### config.mk
export PLATFORM = sky130hd
export DESIGN_NAME = delay_sweep_ctrl
export DESIGN_NICKNAME = d
export VERILOG_FILES = /design/src/rtl/delay_sweep_ctrl.sv
export SDC_FILE = /design/constraint.sdc
export NUM_CORES = 1
export LEC_CHECK = 0
export ABC_AREA = 1
export CAP_MARGIN = 20
export CELL_PAD_IN_SITES_DETAIL_PLACEMENT = 0
export CELL_PAD_IN_SITES_GLOBAL_PLACEMENT = 1
export CORE_ASPECT_RATIO = 0.5
export CORE_MARGIN = 4
export CORE_UTILIZATION = 37
export CTS_CLUSTER_DIAMETER = 50
export DETAILED_ROUTE_END_ITERATION = 16
export PLACE_DENSITY_LB_ADDON = 0.1
export SYNTH_ARGS = -nofsm -noshare
export SYNTH_HDL_FRONTEND = slang
export SYNTH_SLANG_ARGS = --single-unit
### constraint.sdc
create_clock -name clk -period 6.3 [get_ports clk]
set_input_delay 1.26 -clock clk [delete_from_list [all_inputs] [get_ports clk]]
set_output_delay 1.26 -clock clk [all_outputs]
set_load 0.03 [all_outputs]
### src/rtl/delay_sweep_ctrl.sv
// Sweeps delay-line taps over a configured range, measures sample_in at each tap and
// reports one record per tap plus the first tap where the majority value flips.
module delay_sweep_ctrl #(
  parameter int unsigned DW      = 9,
  parameter int unsigned NW      = 16,
  parameter int unsigned SETTLE  = 16,
  parameter int unsigned TIMEOUT = 1023
) (
  input  logic          clk,
  input  logic          rst,
  input  logic          start,
  input  logic          abort,
  input  logic [DW-1:0] cfg_first,
  input  logic [DW-1:0] cfg_last,
  input  logic [DW-1:0] cfg_step,
  input  logic [NW-1:0] cfg_samples,
  output logic          dly_change,
  output logic          dly_read,
  output logic [DW-1:0] dly_value,
  input  logic          dly_done,
  input  logic [DW-1:0] dly_cntval,
  input  logic          sample_in,
  output logic          busy,
  output logic          res_valid,
  output logic [DW-1:0] res_tap,
  output logic [DW-1:0] res_cntval,
  output logic [NW-1:0] res_ones,
  output logic [NW-1:0] res_toggles,
  output logic          sweep_done,
  output logic          sweep_err,
  output logic          edge_found,
  output logic [DW-1:0] edge_tap
);

  localparam int unsigned TW = $clog2(TIMEOUT + 1);
  localparam int unsigned CW = (TW > NW) ? TW : NW;

  typedef enum logic [3:0] {
    StIdle, StLoad, StWaitLoad, StSettle, StSample,
    StRead, StWaitRead, StReport, StNext, StFinish
  } state_e;

  state_e        state_q;
  logic [DW-1:0] last_q, step_q, tap_q;
  logic [NW-1:0] nsamp_q, ones_q, tog_q;
  logic [CW-1:0] cnt_q;
  logic          prev_q, have_prev_q, prev_maj_q;

  logic [DW:0]   nt;
  logic          maj;

  always_comb begin
    nt  = {1'b0, tap_q} + {1'b0, step_q};
    maj = ({ones_q, 1'b0} >= {1'b0, nsamp_q});
  end

  always_ff @(posedge clk or posedge rst) begin
    if (rst) begin
      state_q     <= StIdle;
      last_q      <= '0;
      step_q      <= '0;
      tap_q       <= '0;
      nsamp_q     <= '0;
      ones_q      <= '0;
      tog_q       <= '0;
      cnt_q       <= '0;
      prev_q      <= 1'b0;
      have_prev_q <= 1'b0;
      prev_maj_q  <= 1'b0;
      dly_change  <= 1'b0;
      dly_read    <= 1'b0;
      dly_value   <= '0;
      busy        <= 1'b0;
      res_valid   <= 1'b0;
      res_tap     <= '0;
      res_cntval  <= '0;
      res_ones    <= '0;
      res_toggles <= '0;
      sweep_done  <= 1'b0;
      sweep_err   <= 1'b0;
      edge_found  <= 1'b0;
      edge_tap    <= '0;
    end else begin
      dly_change <= 1'b0;
      dly_read   <= 1'b0;
      res_valid  <= 1'b0;
      sweep_done <= 1'b0;
      unique case (state_q)
        StIdle: begin
          if (start) begin
            last_q      <= cfg_last;
            step_q      <= (cfg_step == '0) ? DW'(1) : cfg_step;
            nsamp_q     <= (cfg_samples == '0) ? NW'(1) : cfg_samples;
            tap_q       <= cfg_first;
            have_prev_q <= 1'b0;
            sweep_err   <= 1'b0;
            edge_found  <= 1'b0;
            edge_tap    <= '0;
            busy        <= 1'b1;
            if (cfg_first > cfg_last) begin
              // NEXT always terminates here since tap > last; gives the extra busy cycle
              sweep_err <= 1'b1;
              state_q   <= StNext;
            end else if (abort) begin
              sweep_err  <= 1'b1;
              busy       <= 1'b0;
              sweep_done <= 1'b1;
              state_q    <= StFinish;
            end else begin
              dly_change <= 1'b1;
              dly_value  <= cfg_first;
              state_q    <= StLoad;
            end
          end
        end
        StLoad: begin
          cnt_q   <= '0;
          state_q <= StWaitLoad;
        end
        StWaitLoad: begin
          if (dly_done) begin
            cnt_q   <= '0;
            state_q <= StSettle;
          end else if (cnt_q == CW'(TIMEOUT)) begin
            sweep_err  <= 1'b1;
            busy       <= 1'b0;
            sweep_done <= 1'b1;
            state_q    <= StFinish;
          end else begin
            cnt_q <= cnt_q + 1'b1;
          end
        end
        StSettle: begin
          if (cnt_q == CW'(SETTLE - 1)) begin
            cnt_q   <= '0;
            ones_q  <= '0;
            tog_q   <= '0;
            state_q <= StSample;
          end else begin
            cnt_q <= cnt_q + 1'b1;
          end
        end
        StSample: begin
          ones_q <= ones_q + NW'(sample_in);
          // first sample has no predecessor, so it never counts as a transition
          tog_q  <= tog_q + NW'((cnt_q != '0) && (sample_in != prev_q));
          prev_q <= sample_in;
          if (cnt_q == CW'(nsamp_q - NW'(1))) begin
            dly_read <= 1'b1;
            state_q  <= StRead;
          end else begin
            cnt_q <= cnt_q + 1'b1;
          end
        end
        StRead: begin
          cnt_q   <= '0;
          state_q <= StWaitRead;
        end
        StWaitRead: begin
          if (dly_done) begin
            res_valid   <= 1'b1;
            res_tap     <= tap_q;
            res_cntval  <= dly_cntval;
            res_ones    <= ones_q;
            res_toggles <= tog_q;
            have_prev_q <= 1'b1;
            prev_maj_q  <= maj;
            if (have_prev_q && (maj != prev_maj_q) && !edge_found) begin
              edge_found <= 1'b1;
              edge_tap   <= tap_q;
            end
            state_q <= StReport;
          end else if (cnt_q == CW'(TIMEOUT)) begin
            sweep_err  <= 1'b1;
            busy       <= 1'b0;
            sweep_done <= 1'b1;
            state_q    <= StFinish;
          end else begin
            cnt_q <= cnt_q + 1'b1;
          end
        end
        StReport: begin
          if (abort) begin
            sweep_err  <= 1'b1;
            busy       <= 1'b0;
            sweep_done <= 1'b1;
            state_q    <= StFinish;
          end else begin
            state_q <= StNext;
          end
        end
        StNext: begin
          if (nt[DW] || (nt > {1'b0, last_q})) begin
            busy       <= 1'b0;
            sweep_done <= 1'b1;
            state_q    <= StFinish;
          end else if (abort) begin
            sweep_err  <= 1'b1;
            busy       <= 1'b0;
            sweep_done <= 1'b1;
            state_q    <= StFinish;
          end else begin
            tap_q      <= nt[DW-1:0];
            dly_value  <= nt[DW-1:0];
            dly_change <= 1'b1;
            state_q    <= StLoad;
          end
        end
        StFinish: state_q <= StIdle;
        default:  state_q <= StIdle;
      endcase
    end
  end

endmodule

After elaboration in Yosys (flattened, before gate mapping)
Index checks and enable logic that the tools add are counted.
{"block": "classes", "n_addsub": 5, "order_cmp": 3, "n_eq_ne": 26, "n_mux": 70, "reduce_logical": 27}
{"op": "$mux 16", "count": 7}
{"op": "$mux 9", "count": 10}
{"op": "$pmux 16 s5", "count": 1}
{"op": "$pmux 16 s2", "count": 2}
{"op": "$pmux 9 s2", "count": 3}
{"op": "$mux 4", "count": 9}
{"op": "$pmux 4 s9", "count": 1}
{"op": "$add 16x1->16", "count": 2}
{"op": "$mux 1", "count": 31}
{"op": "$ne 2x2->1 const B", "count": 12}
{"op": "$ge 17x16->1", "count": 1}
{"op": "$add 16x1->16 const B", "count": 1}
{"op": "$eq 16x10->1 const B", "count": 1}
{"op": "$eq 16x16->1", "count": 1}
{"op": "$eq 16x4->1 const B", "count": 1}
{"op": "$eq 4x3->1 const B", "count": 4}
{"op": "$logic_not 16->1", "count": 1}
{"op": "$reduce_bool 16->1", "count": 1}
{"op": "$sub 16x1->16 const B", "count": 1}
{"op": "$pmux 1 s4", "count": 3}
{"op": "$reduce_and 4->1", "count": 3}
{"op": "$add 9x9->10", "count": 1}
{"op": "$gt 10x9->1", "count": 1}
{"op": "$gt 9x9->1", "count": 1}
{"op": "other kinds (19)", "count": 32}
{"block": "word_totals", "reg_bits": 173, "in_bits": 58, "output_inout_bits": 75}

Logic depth before layout (Yosys ltp)
Gate-level depths: netlist of the first run.
{"block": "logic_depth", "ltp_word": 7, "ltp_mapped": 25}

Worst setup path before layout of the first run
No wires, ideal clock.
{"block": "synth_path", "kind": "register -> register", "start": "reg tap_q[0]", "end": "reg tap_q[6]", "setup_ns": 0.124, "t_arrival_ns": 2.896, "t_required_ns": 6.176, "path_slack_ns": 3.281, "path_stages_with_launch": 22, "n_path_buf": 1, "path_cell_list": "dfrtp_1 ha_1 inv_1 fa_1 o21ai_0 xnor2_1 inv_1 ha_1 nand2_1 nor2_1 nand2_1 nand3_1 nand2_1 nand2_1 nand2_1 nand2_1 nand2_1 nand2_1 nand2_1 nand2_1 buf_2 a21oi_1"}
{"block": "synth_between", "elab_chain_cells": 5, "word_cells_on_any_way": 8}
{"element": "start, declared", "line": "44", "text": "logic [DW-1:0] last_q, step_q, tap_q;"}
{"element": "start signal, assigned", "line": "94", "text": "tap_q <= cfg_first;"}
{"element": "start signal, assigned", "line": "203", "text": "tap_q <= nt[DW-1:0];"}
{"element": "$add 9x9->10 (*)", "line": "53", "text": "nt = {1'b0, tap_q} + {1'b0, step_q};"}
{"element": "$gt 10x9->1", "line": "193", "text": "if (nt[DW] || (nt > {1'b0, last_q})) begin"}
{"element": "$logic_or 1x1->1", "line": "193"}
{"element": "$ne 2x2->1 (no source line)"}
{"element": "$reduce_and 4->1 (no source line)"}
Mark *: on every way between the ends. The rest lies on a longest branch, timed or not. The select of a mux whose other input is x is not followed.
A chain may end at the register's enable or synchronous reset.

Worst setup path in the final report of the first run
{"block": "layout_path", "start": "reg tap_q[0]", "end": "reg tap_q[7]"}
Same word-level chain as after synthesis.

==> results.rst, run 1 <==
.. list-table::
   :header-rows: 1

   * - Metric
     - Value
   * - Path class of the lowest-slack min-delay path
     - register to register
   * - Synth area leaders
     - sky130_fd_sc_hd__dfrtp_1 42%, sky130_fd_sc_hd__nand2_1 16%, sky130_fd_sc_hd__inv_1 6.2%, sky130_fd_sc_hd__ha_1 5.9%, sky130_fd_sc_hd__o21ai_0 4.7%
   * - Number of DRC markers in iteration 0
     - 559
   * - Slew Limit Headroom
     - 0.385
   * - Type of origin of the critical path
     - register
   * - Worst-Skew Late Latency
     - 0.45 ns
   * - Synthesized instance count
     - 1400
   * - First-pass GRT wire length
     - 49.3 mm
   * - Tot GR Track Use
     - 0.199
   * - Number of buffers added on ports
     - 132
   * - # resized after CTS
     - 0
   * - Post-DR vias/cell
     - 4.89
   * - CP endpoint kind
     - register
   * - Internal power consumption
     - 3220 uW
   * - Met2 Use GR
     - 0.315
   * - Number of max-cap violations
     - 0
   * - Most frequent cells after synthesis
     - 453 x sky130_fd_sc_hd__nand2_1, 173 x sky130_fd_sc_hd__dfrtp_1, 171 x sky130_fd_sc_hd__inv_1
   * - Number of buffers inserted to repair setup after CTS
     - 0
   * - Combinational cell fraction of total power
     - 0.510
   * - Die H
     - 126 um
   * - DRC Markers
     - 0
   * - Global-route congestion overflow total
     - 0
   * - Total nets after synthesis
     - 1508
   * - Fraction of post-synthesis cell area in the top cell type by area
     - 0.419
   * - CTS tree
     - built
   * - Boundary Pins
     - 133
   * - Endpoints failing hold
     - 0
   * - Static Leakage
     - 0.00626 uW
   * - Number of nets in the layout
     - 1629
   * - Cell area after placement
     - 12000 sq um
   * - Sw frac
     - 0.462
   * - Post-synth top flop
     - sky130_fd_sc_hd__dfrtp_1
   * - Met1 global-route usage
     - 0.281
   * - Sum of negative setup slack
     - 0 ns
   * - Max Clk Rate
     - 0.276 GHz
   * - Number of global-route vias before repair
     - 9212
   * - Fraction of layout cells with a size suffix above 1
     - 0.0593
   * - # hold bufs at CTS
     - 0
   * - Post-route fraction of the period consumed by the critical path
     - 0.576
   * - Worst-margin pin slew
     - 0.923 ns
   * - Area of the core
     - 27000 sq um
   * - Floorplan die width
     - 244 um
   * - Clock slew at reported path FFs
     - 0.07 ns
   * - Reg2Reg Depth
     - 21
   * - Post-Synthesis Mean Instance Area
     - 7.38 sq um
   * - Worst-path maximum fanout
     - 18
   * - Multi-input gate area in the final layout
     - 5130 sq um
   * - Area occupied by registers
     - 4330 sq um
   * - Number of detailed-route iterations in the first pass
     - 5
   * - Root buf cell
     - sky130_fd_sc_hd__clkbuf_16
   * - Setup violation total in the final timing report
     - 0
   * - Unique masters post-synth
     - 53
   * - Cell area after synthesis
     - 10300 sq um
   * - Number of rows in the core area
     - 42
   * - Final non-filler cell area
     - 12600 sq um
   * - Full die area
     - 30800 sq um
   * - Post-DRT Antenna Nets
     - 0
   * - Post-synthesis register bit count
     - 173
   * - Most instantiated library cell after synthesis
     - sky130_fd_sc_hd__nand2_1
   * - Reg2Reg Launch Point
     - tap_q[0]
   * - Required time at the worst-slack endpoint
     - 6.64 ns
   * - Worst setup path startpoint
     - tap_q[0]
   * - WS Path Type
     - register to register
   * - Relative contribution of sequential cells to total power
     - 0.308
   * - Initial antenna violation count
     - 1
   * - FF-to-FF setup slack
     - 2.67 ns
   * - Ys async rst share
     - 1.00
   * - Net switching power
     - 2760 uW
   * - Synth warn
     - 0
   * - Share of power burned in the clock network
     - 0.182
   * - CTS Sinks
     - 173
   * - Pins Over Slew Limit
     - 0
   * - Avg WL per Cell
     - 15.8 um
   * - Number of synthesized flops with an enable pin
     - 0
   * - Share of synthesized area occupied by flip-flops and latches
     - 0.419
   * - Initial Util
     - 0.383
   * - Final Skew
     - 0.00813 ns
   * - Synth area leader
     - sky130_fd_sc_hd__dfrtp_1
   * - GRT busiest layer
     - met2
   * - Power per unit of standard cell area
     - 475 nW/um^2
   * - IR drop worst, VDD
     - 0.000202 V
   * - Total Routed Length
     - 30.1 mm
   * - H-tree lvl count
     - 4
   * - Detail Placement HPWL
     - 23.0 mm
   * - Met3 global-route usage
     - 0.0448
   * - Data arrival, critical path
     - 3.97 ns
   * - Count of vias placed by the detailed router
     - 9321
   * - Result of the run
     - complete, no violations
   * - Pin count of the biggest net entering global routing
     - 99
   * - Clock buffer count from CTS
     - 17
   * - GPL Wtd Cong
     - 0.828
   * - Unrepaired setup endpoints after global routing
     - no
   * - Synth-to-Final Area Change
     - 21.9%
   * - Max clock buf depth
     - 2
   * - Capture point of the worst reg-to-reg path
     - tap_q[7]
   * - Minimum period implied by the final worst setup slack
     - 3.63 ns
   * - CP Capture Point
     - tap_q[7]
   * - Number of filler cells placed in the layout
     - 2741
   * - Antenna Cells
     - 0
registers in the layout, indices dropped and copies added, names as in the netlist, 16 cells and up:
register and count:
cnt_q 16, nsamp_q 16, ones_q 16, res_ones 16, res_toggles 16, tog_q 16
power by group through the flow:
stage,Clock (uW),Combinational [uW],Sequential (uW)
2_1_floorplan,0,1810,2120
5_1_grt,1170,3440,1900
3_3_place_gp,0,3030,1850
6_report,1090,3050,1840
3_5_place_dp,0,3060,1860
4_1_cts,1110,3080,1840
critical path, cell delays in order (launching register included):
cell and delay, ns:
sky130_fd_sc_hd__dfrtp_1 0.40, sky130_fd_sc_hd__ha_1 0.21, sky130_fd_sc_hd__inv_1 0.08, sky130_fd_sc_hd__fa_1 0.39, sky130_fd_sc_hd__o21ai_0 0.38, sky130_fd_sc_hd__xnor2_1 0.21, sky130_fd_sc_hd__inv_1 0.07, sky130_fd_sc_hd__ha_1 0.27
sky130_fd_sc_hd__nand2_1 0.07, sky130_fd_sc_hd__nor2_1 0.15, sky130_fd_sc_hd__nand2_1 0.07, sky130_fd_sc_hd__nand3_1 0.06, sky130_fd_sc_hd__nand2_1 0.05, sky130_fd_sc_hd__nand2_1 0.05, sky130_fd_sc_hd__nand2_1 0.04, sky130_fd_sc_hd__nand2_1 0.05
sky130_fd_sc_hd__nand2_1 0.08, sky130_fd_sc_hd__nand2_1 0.07, sky130_fd_sc_hd__nand2_1 0.07, sky130_fd_sc_hd__nand2_1 0.51, sky130_fd_sc_hd__nand2_1 0.11, sky130_fd_sc_hd__o21a_1 0.13
metrics by stage:
step	util	std cells	hold slack, ns	total power (uW)	setup slack [ns]
after global placement	0.445	1876	0.455	4880	2.53
after CTS	0.467	1908	0.479	6030	2.71
final	0.467	1908	0.473	5980	2.67
after detailed placement	0.445	1876	0.461	4920	2.51
after floorplan	-	1400	0.446	3930	0.352
after global routing	0.467	1908	0.491	6510	2.25
worst min path at each step:
stage / slack [ns] / from / cells past startpoint / endpoint
floorplan: 0.45 / tog_q[15] / 1 / tog_q[15]
global placement: 0.46 / res_cntval[1] / 2 / res_cntval[1]
detailed placement: 0.46 / dly_value[5] / 2 / dly_value[5]
CTS: 0.48 / res_cntval[7] / 2 / res_cntval[7]
global route: 0.49 / res_tap[0] / 2 / res_tap[0]
finish: 0.47 / edge_tap[5] / 2 / edge_tap[5]
layout by cell type, fill, tap and decap left out, types with 17 or more instances in the layout:
master                            count
sky130_fd_sc_hd__a21oi_1             35
sky130_fd_sc_hd__clkbuf_16           17
sky130_fd_sc_hd__clkdlybuf4s50_1    132
sky130_fd_sc_hd__dfrtp_1            173
sky130_fd_sc_hd__ha_1                49
sky130_fd_sc_hd__inv_1              170
sky130_fd_sc_hd__nand2_1            453
sky130_fd_sc_hd__nand2_2             18
sky130_fd_sc_hd__nand3_1             84
sky130_fd_sc_hd__nand4_1             37
sky130_fd_sc_hd__nor2_1              97
sky130_fd_sc_hd__o21ai_0             98
logic make-up after synthesis:
kind of cell / Yosys count / share of synthesized area
AO/OA/AOI/OAI: 188 / 0.101
XOR/XNOR: 28 / 0.0237
adder cells (fa/ha/maj): 50 / 0.0613
buffers and inverters: 223 / 0.0848
flip-flops: 173 / 0.419
multiplexers: 1 / 0.000969
AND/OR/NAND/NOR: 737 / 0.309
per-layer routing:
layer,vias up,part of all wire
met4,2,0.013
met5,-,0.00056
met3,32,0.043
met2,156,0.45
met1,4386,0.49
li1,4745,-
cell type report:
| class | count | share of cell area |
|---|---|---|
| multi-input cells | 1004 | 0.407 |
| flip-flops and latches | 173 | 0.344 |
| repair buffers | 140 | 0.110 |
| inverters | 185 | 0.0555 |
| well taps | 374 | 0.0371 |
| clock buffers | 21 | 0.0365 |
| clock inverters | 11 | 0.0104 |
(Power assumes the default switching activity.)
==> inputs of run 2 (changes only) <==
--- a/config.mk
+++ b/config.mk
@@ -11,7 +11,7 @@
 export CELL_PAD_IN_SITES_GLOBAL_PLACEMENT = 1
 export CORE_ASPECT_RATIO = 0.5
 export CORE_MARGIN = 4
-export CORE_UTILIZATION = 37
+export CORE_UTILIZATION = 41
 export CTS_CLUSTER_DIAMETER = 50
 export DETAILED_ROUTE_END_ITERATION = 16
 export PLACE_DENSITY_LB_ADDON = 0.1
==> constraint.sdc (replaced) <==
create_clock -name clk -period 3.5 [get_ports clk]
set_input_delay 0.7 -clock clk [delete_from_list [all_inputs] [get_ports clk]]
set_output_delay 0.7 -clock clk [all_outputs]
set_load 0.03 [all_outputs]
==> run 2 against run 1 <==
  * Wire length shrank 2.2%
  * Maximum frequency grew 15%
  * Cell count shrank 1.5%
  * Sequential share of layout area shrank 0.12 points
  * Clock power grew 77%
  * Hold slack lost 0.0032 ns
  * Setup slack lost 2.3 ns
  * Count of clock-buffer cells in the layout shrank 4
  * Largest power group unchanged
==> results.rst, run 2 (synthesis results as in run 1) <==
.. list-table::
   :header-rows: 1

   * - Metric
     - Value
   * - Result of the run
     - complete, no violations
   * - Critical-path top delay cell
     - sky130_fd_sc_hd__fa_1
   * - Clock buffer count from CTS
     - 17 (unchanged)
   * - Global-route congestion overflow total
     - 0 (unchanged)
   * - Slew Limit Headroom
     - 0.504 (+0.119)
   * - Total Routed Length
     - 29.5 mm (-2.2%)
   * - Avg WL per Cell
     - 15.7 um (-0.70%)
   * - Count of vias placed by the detailed router
     - 9445 (+1.3%)
   * - CTS Sinks
     - 173 (unchanged)
   * - Antenna Cells
     - 0 (unchanged)
   * - Worst-Skew Late Latency
     - 0.45 ns (about the same)
   * - Highest-count cells in the layout ignoring fill and taps
     - 452 x sky130_fd_sc_hd__nand2_1, 173 x sky130_fd_sc_hd__dfrtp_1, 170 x sky130_fd_sc_hd__inv_1
   * - Post-DR vias/cell
     - 5.02 (+2.8%)
   * - Number of DRC markers in iteration 0
     - 620 (+11%)
   * - Area of the core
     - 24400 sq um (-9.6%)
   * - # hold bufs at CTS
     - 0 (unchanged)
   * - Full die area
     - 28000 sq um (-9.3%)
   * - Die H
     - 120 um (-4.7%)
   * - Minimum period implied by the final worst setup slack
     - 3.17 ns (-0.460 ns)
   * - Number of nets in the layout
     - 1639 (+0.61%)
   * - H-tree lvl count
     - 4 (unchanged)
   * - Root buf cell
     - sky130_fd_sc_hd__clkbuf_16
   * - CP top delay family
     - simple AND/OR/NAND/NOR gates
   * - Final Worst Setup Slack
     - 0.331 ns (-2.34 ns)
   * - WS Path Type
     - register to register
   * - Initial antenna violation count
     - 0 (-1)
   * - Post-DRT Antenna Nets
     - 0 (unchanged)
   * - Number of max-cap violations
     - 0 (unchanged)
   * - GPL Wtd Cong
     - 0.885 (+6.8%)
   * - Required time at the worst-slack endpoint
     - 3.88 ns (-2.76 ns)
   * - Data arrival, critical path
     - 3.54 ns (-0.43 ns)
   * - Synth-to-Final Area Change
     - 22.4%
   * - Type of origin of the critical path
     - register
   * - Combined buffer and inverter count along the critical path
     - 3 (+1)
   * - Fraction of layout cells with a size suffix above 1
     - 0.0680 (+0.00868)
   * - Crit path cell chain
     - ha_1 -> inv_1 -> fa_1 -> o21ai_2 -> xnor2_1 -> inv_1 -> ha_1 -> nand2_1 -> nor2_1 -> nand2_1 -> nand3_1 -> nand2_1 -> nand2_1 -> nand2_1 -> nand2_1 -> nand2_1 -> nand2_1 -> nand2_1 -> nand2_2 -> buf_6 -> nand2_1 -> o21ai_1
   * - DRC Markers
     - 0 (unchanged)
   * - First-pass GRT wire length
     - 47.1 mm (-4.5%)
   * - Boundary Pins
     - 133 (unchanged)
   * - Worst-margin pin slew
     - 0.741 ns (-0.183 ns)
   * - Biggest cell delay along the critical path
     - 0.41 ns (-0.10 ns)
   * - Static Leakage
     - 0.00631 uW (+0.77%)
   * - Floorplan die width
     - 233 um (-4.8%)
   * - CTS tree
     - built
   * - Pin count of the biggest net entering global routing
     - 121 (+22%)
   * - Most common cell after layout, fill and taps aside
     - sky130_fd_sc_hd__nand2_1
   * - Initial Util
     - 0.424 (+0.0407)
   * - Max Clk Rate
     - 0.316 GHz (+15%)
   * - Pins Over Slew Limit
     - 0 (unchanged)
   * - Tot GR Track Use
     - 0.212 (+0.0125)
   * - Number of placed instances, taps included
     - 1846 (-1.6%)
   * - Endpoints failing hold
     - 0 (unchanged)
   * - Most prevalent standard cell on the critical path
     - sky130_fd_sc_hd__nand2_1
   * - Setup violation total in the final timing report
     - 0 (unchanged)
   * - Power per unit of standard cell area
     - 851 nW/um^2 (+79%)
   * - Number of rows in the core area
     - 40 (-4.8%)
   * - Max clock buf depth
     - 2 (unchanged)
   * - Final Skew
     - 0.0102 ns (+0.00205 ns)
   * - Detail Placement HPWL
     - 22.4 mm (-2.7%)
   * - Number of buffers added on ports
     - 132 (unchanged)
   * - Post-route fraction of the period consumed by the critical path
     - 0.905 (+0.329)
   * - Place WS
     - 0.0685 ns (-2.44 ns)
   * - Worst-path maximum fanout
     - 13 (-5)
   * - Number of global-route vias before repair
     - 8971 (-2.6%)
   * - Clock slew at reported path FFs
     - 0.08 ns (about the same)
   * - Number of detailed-route iterations in the first pass
     - 4 (-1)
   * - IR drop worst, VDD
     - 0.000541 V (+170%)
   * - CP endpoint kind
     - register
   * - Path class of the lowest-slack min-delay path
     - register to register
   * - Post-route insts no fill
     - 1880 (-1.5%)
[run 2: cell types whose count changed in the layout (fill, tap and decap cells not counted), sizes merged]
cell and change:
clkinv +1, buf +10, bufinv -1, clkinvlp +2, clkbuf -4, inv +2
[run 2: where the power goes]
part	internal [uW]	switching, uW
logic	2030	3500
registers	2710	586
clock network	1010	921
total	5750	5010
[run 2: what timing repair did]
item | in CTS | in global routing
gates resized for setup | 0 | 6
endpoints found under the setup margin | 0 | 18
buffers inserted | 0 | 2
[run 2: metrics by stage]
stage / utilization / hold slack [ns] / total power [uW] / TNS (ns) / area (sq um)
after floorplan: - / 0.446 / 7070 / 0 / 10300
after global placement: 0.494 / 0.453 / 8760 / 0 / 12000
after detailed placement: 0.494 / 0.458 / 8850 / 0 / 12000
after CTS: 0.518 / 0.477 / 10800 / 0 / 12600
after global routing: 0.519 / 0.501 / 11700 / -0.00456 / 12600
final: 0.519 / 0.470 / 10800 / 0 / 12600
[run 2: cell type report]
class	count	area (sq um)
clock inverter	15	158
multi-input combinational	1004	5140
sequential	173	4330
timing repair buffer	150	1470
clock buffer	17	425
tap	336	420
inverter	185	698
fill	2417	11700
[run 2: path summary, 6_finish.rpt]
path | end | cells past startpoint | slack (ns) | startpoint
setup reg to reg | tap_q[2] | 22 | 0.33 | tap_q[0]
max in group asynchronous | nsamp_q[2] | 3 | 2.14 | rst
hold reg to reg | res_cntval[0] | 2 | 0.47 | res_cntval[0]
min in group asynchronous | res_ones[10] | 3 | 0.78 | rst
hold / removal | res_cntval[0] | 2 | 0.47 | res_cntval[0]
setup / recovery | tap_q[2] | 22 | 0.33 | tap_q[0]
[run 2: tightest hold or removal path: cells and delay by family, from the launching register on]
family	cells	cell delay [ns]
flip-flops	1	0.34
AND/OR/NAND/NOR	2	0.09
[run 2: layer usage]
layer,wire [um],GRT usage,vias up
met2,13100,0.328,168
met5,0,0,-
met1,14800,0.309,4479
met4,348,0.0496,0
li1,-,-,4773
met3,1210,0.0374,25
==> inputs of run 3 (changes only) <==
--- a/config.mk
+++ b/config.mk
@@ -14,7 +14,9 @@
 export CORE_UTILIZATION = 41
 export CTS_CLUSTER_DIAMETER = 50
 export DETAILED_ROUTE_END_ITERATION = 16
+export GPL_ROUTABILITY_DRIVEN = 1
 export PLACE_DENSITY_LB_ADDON = 0.1
+export SLEW_MARGIN = 10
 export SYNTH_ARGS = -nofsm -noshare
 export SYNTH_HDL_FRONTEND = slang
 export SYNTH_SLANG_ARGS = --single-unit
==> constraint.sdc (replaced) <==
create_clock -name clk -period 3.5 [get_ports clk]
set_input_delay 0.7 -clock clk [delete_from_list [all_inputs] [get_ports clk]]
set_output_delay 0.7 -clock clk [all_outputs]
set_load 0.1 [all_outputs]
==> run 3 against run 2 <==
  * Count of clock-buffer cells in the layout is 1 higher
  * Critical path depth down 1
  * Non-clock buffer count did not move
  * Sequential power about the same
  * Clock skew about the same
  * Hold slack improved by 0.0016 ns
  * Via count fell by 0.67%
  * Sequential cell count unchanged
  * First-iteration DRC count decreased by 3.4%
  * Power rose by 17%
  * Utilization about the same
  * Cell count stayed put
  * Largest power group unchanged
  * Highest routed layer unchanged
==> results.rst, run 3 (synthesis results as in run 1) <==
.. list-table::
   :header-rows: 1

   * - Metric
     - Value
   * - Result of the run
     - complete, no violations
   * - Slew Limit Headroom
     - 0.333 (-0.170)
   * - Number of filler cells placed in the layout
     - 2338 (-3.3%)
   * - Smallest hold slack
     - 0.472 ns (+0.00162 ns)
   * - Full die area
     - 28000 sq um (unchanged)
   * - Total Routed Length
     - 29.4 mm (about the same)
   * - Critical-path top delay cell
     - sky130_fd_sc_hd__fa_1
   * - Clock buffer count from CTS
     - 17 (unchanged)
   * - Area of the core
     - 24400 sq um (unchanged)
   * - Number of max-cap violations
     - 0 (unchanged)
   * - Unrepaired setup endpoints after global routing
     - no
   * - Number of buffers added on ports
     - 132 (unchanged)
   * - Global-route congestion overflow total
     - 0 (unchanged)
   * - Total length of routed met2 wires
     - 13.1 mm (+0.46%)
   * - Max clock buf depth
     - 2 (unchanged)
   * - Fraction of the core area covered by cells at the end of the flow
     - 0.518 (about the same)
   * - First-pass GRT wire length
     - 47.4 mm (+0.68%)
   * - Most common cell after layout, fill and taps aside
     - sky130_fd_sc_hd__nand2_1
   * - Number of global-route vias before repair
     - 9039 (+0.76%)
   * - CTS Sinks
     - 173 (unchanged)
   * - Path class of the lowest-slack min-delay path
     - register to register
   * - Minimum period implied by the final worst setup slack
     - 3.16 ns (-0.00764 ns)
   * - Fraction of layout cells with a size suffix above 1
     - 0.0816 (+0.0136)
   * - Data arrival, critical path
     - 3.48 ns (-0.06 ns)
   * - Most prevalent standard cell on the critical path
     - sky130_fd_sc_hd__nand2_1
   * - Worst-Skew Late Latency
     - 0.44 ns (about the same)
   * - CP top delay family
     - adder cells
   * - Die H
     - 120 um (unchanged)
   * - Clock slew at reported path FFs
     - 0.08 ns (about the same)
   * - Count of vias placed by the detailed router
     - 9382 (-0.67%)
   * - Number of rows in the core area
     - 40 (unchanged)
   * - Post-DRT Antenna Nets
     - 0 (unchanged)
   * - Highest-count cells in the layout ignoring fill and taps
     - 452 x sky130_fd_sc_hd__nand2_1, 173 x sky130_fd_sc_hd__dfrtp_1, 170 x sky130_fd_sc_hd__inv_1
   * - # hold bufs at CTS
     - 0 (unchanged)
   * - Post-DR vias/cell
     - 4.99 (-0.67%)
   * - Max Clk Rate
     - 0.316 GHz (+0.24%)
   * - Boundary Pins
     - 133 (unchanged)
   * - Top Metal Used
     - met4
   * - IR drop worst, VDD
     - 0.000633 V (+17%)
   * - Synth-to-Final Area Change
     - 22.3% (about the same)
   * - Type of origin of the critical path
     - register
   * - Crit path cell chain
     - ha_1 -> inv_1 -> fa_1 -> o21ai_2 -> xnor2_1 -> inv_1 -> ha_1 -> nand2_1 -> nor2_1 -> nand2_1 -> nand3_1 -> nand2_1 -> nand2_1 -> nand2_1 -> nand2_1 -> nand2_1 -> nand2_1 -> nand2_1 -> nand2_2 -> buf_4 -> o21ai_0
   * - Pins Over Slew Limit
     - 0 (unchanged)
   * - Root buf cell
     - sky130_fd_sc_hd__clkbuf_16
   * - Final Skew
     - 0.0104 ns (+0.000198 ns)
   * - Routed met3 length
     - 1.25 mm (+3.4%)
   * - Antenna Cells
     - 0 (unchanged)
   * - Number of DRC markers in iteration 0
     - 599 (-3.4%)
   * - Initial antenna violation count
     - 0 (unchanged)
   * - Sum of negative setup slack
     - 0 ns (unchanged)
   * - DRC Markers
     - 0 (unchanged)
   * - GPL Wtd Cong
     - 0.890 (+0.66%)
   * - Worst-path maximum fanout
     - 13 (unchanged)
   * - CP endpoint kind
     - register
   * - H-tree lvl count
     - 4 (unchanged)
   * - Worst-margin pin slew
     - 0.997 ns (+0.256 ns)
   * - Post-route fraction of the period consumed by the critical path
     - 0.903 (-0.00218)
   * - Pin count of the biggest net entering global routing
     - 121 (unchanged)
   * - WS Path Type
     - register to register
   * - Tot GR Track Use
     - 0.211 (-0.000606)
   * - Required time at the worst-slack endpoint
     - 3.82 ns (-0.06 ns)
   * - Static Leakage
     - 0.00637 uW (+0.94%)
   * - Endpoints failing hold
     - 0 (unchanged)
   * - Number of nets in the layout
     - 1639 (unchanged)
   * - Combined buffer and inverter count along the critical path
     - 3 (unchanged)
   * - Floorplan die width
     - 233 um (unchanged)
   * - Setup violation total in the final timing report
     - 0 (unchanged)
   * - Number of detailed-route iterations in the first pass
     - 6 (+2)
   * - Initial Util
     - 0.424 (unchanged)
   * - Avg WL per Cell
     - 15.7 um (about the same)
   * - Wire length on met1
     - 14.8 mm (-0.18%)
   * - Biggest cell delay along the critical path
     - 0.42 ns (about the same)
   * - CTS tree
     - built
   * - Power per unit of standard cell area
     - 997 nW/um^2 (+17%)
   * - Detail Placement HPWL
     - 22.5 mm (+0.62%)
## run 3: cell types whose count changed in the layout (fill, tap and decap cells not counted)
cell                              change
sky130_fd_sc_hd__bufinv_16            +1
sky130_fd_sc_hd__clkinv_8             +1
sky130_fd_sc_hd__clkinv_2             -3
sky130_fd_sc_hd__buf_4               +22
sky130_fd_sc_hd__o21ai_0              +1
sky130_fd_sc_hd__inv_6                +4
sky130_fd_sc_hd__buf_6                -1
sky130_fd_sc_hd__clkinvlp_4           -3
sky130_fd_sc_hd__clkbuf_8             +1
sky130_fd_sc_hd__inv_8                -1
sky130_fd_sc_hd__o21ai_1              -1
sky130_fd_sc_hd__clkdlybuf4s50_1     -21
## run 3: worst paths after layout
path,from,to,slack (ns),depth (start not counted)
hold / removal,res_cntval[0],res_cntval[0],0.47,2
hold reg to reg,res_cntval[0],res_cntval[0],0.47,2
min in group asynchronous,rst,res_ones[11],0.77,3
setup / recovery,tap_q[0],tap_q[8],0.34,21
setup reg to reg,tap_q[0],tap_q[8],0.34,21
max in group asynchronous,rst,ones_q[3],2.14,3
## run 3: per-layer routing
layer / vias up / track usage
li1: 4765 / -
met3: 20 / 0.0367
met2: 195 / 0.331
met4: 0 / 0.0406
met5: - / 0
met1: 4402 / 0.309
## run 3: where the power goes
group          switching, uW  total [uW]  internal (uW)  leakage [uW]
Sequential               606        3310           2710       0.00220
Clock                    923        2040           1120      0.000310
Combinational           5250        7250           2000       0.00385
## run 3: layout make-up
| class | instances | area (sq um) | share of cell area |
|---|---|---|---|
| inverters | 185 | 698 | 0.0553 |
| repair buffers | 150 | 1420 | 0.112 |
| clock inverters | 14 | 190 | 0.0151 |
| well taps | 336 | 420 | 0.0333 |
| clock buffers | 18 | 439 | 0.0348 |
| flip-flops and latches | 173 | 4330 | 0.343 |
| multi-input cells | 1004 | 5140 | 0.407 |
## run 3: worst register-to-register path, cell delays in order, from the launching register on
cell and delay [ns]:
sky130_fd_sc_hd__dfrtp_1 0.39, sky130_fd_sc_hd__ha_1 0.21, sky130_fd_sc_hd__inv_1 0.07, sky130_fd_sc_hd__fa_1 0.42, sky130_fd_sc_hd__o21ai_2 0.22, sky130_fd_sc_hd__xnor2_1 0.18, sky130_fd_sc_hd__inv_1 0.07, sky130_fd_sc_hd__ha_1 0.27
sky130_fd_sc_hd__nand2_1 0.06, sky130_fd_sc_hd__nor2_1 0.15, sky130_fd_sc_hd__nand2_1 0.07, sky130_fd_sc_hd__nand3_1 0.06, sky130_fd_sc_hd__nand2_1 0.05, sky130_fd_sc_hd__nand2_1 0.05, sky130_fd_sc_hd__nand2_1 0.04, sky130_fd_sc_hd__nand2_1 0.05
sky130_fd_sc_hd__nand2_1 0.08, sky130_fd_sc_hd__nand2_1 0.07, sky130_fd_sc_hd__nand2_1 0.07, sky130_fd_sc_hd__nand2_2 0.14, sky130_fd_sc_hd__buf_4 0.21, sky130_fd_sc_hd__o21ai_0 0.11
## run 3: stage by stage
step | area, sq um | power, uW | std cells | setup slack, ns
CTS | 12600 | 12700 | 1878 | 0.0668
global route | 12600 | 13500 | 1880 | 0.00982
floorplan | 10300 | 8780 | 1400 | 0.481
finish | 12600 | 12600 | 1880 | 0.339
global placement | 12000 | 10500 | 1846 | 0.183
detailed placement | 12000 | 10600 | 1846 | 0.103
## run 3: repair_timing
item,in CTS,in global routing
resized for setup,0,4
buffers inserted,0,2
setup endpoints to repair,0,18
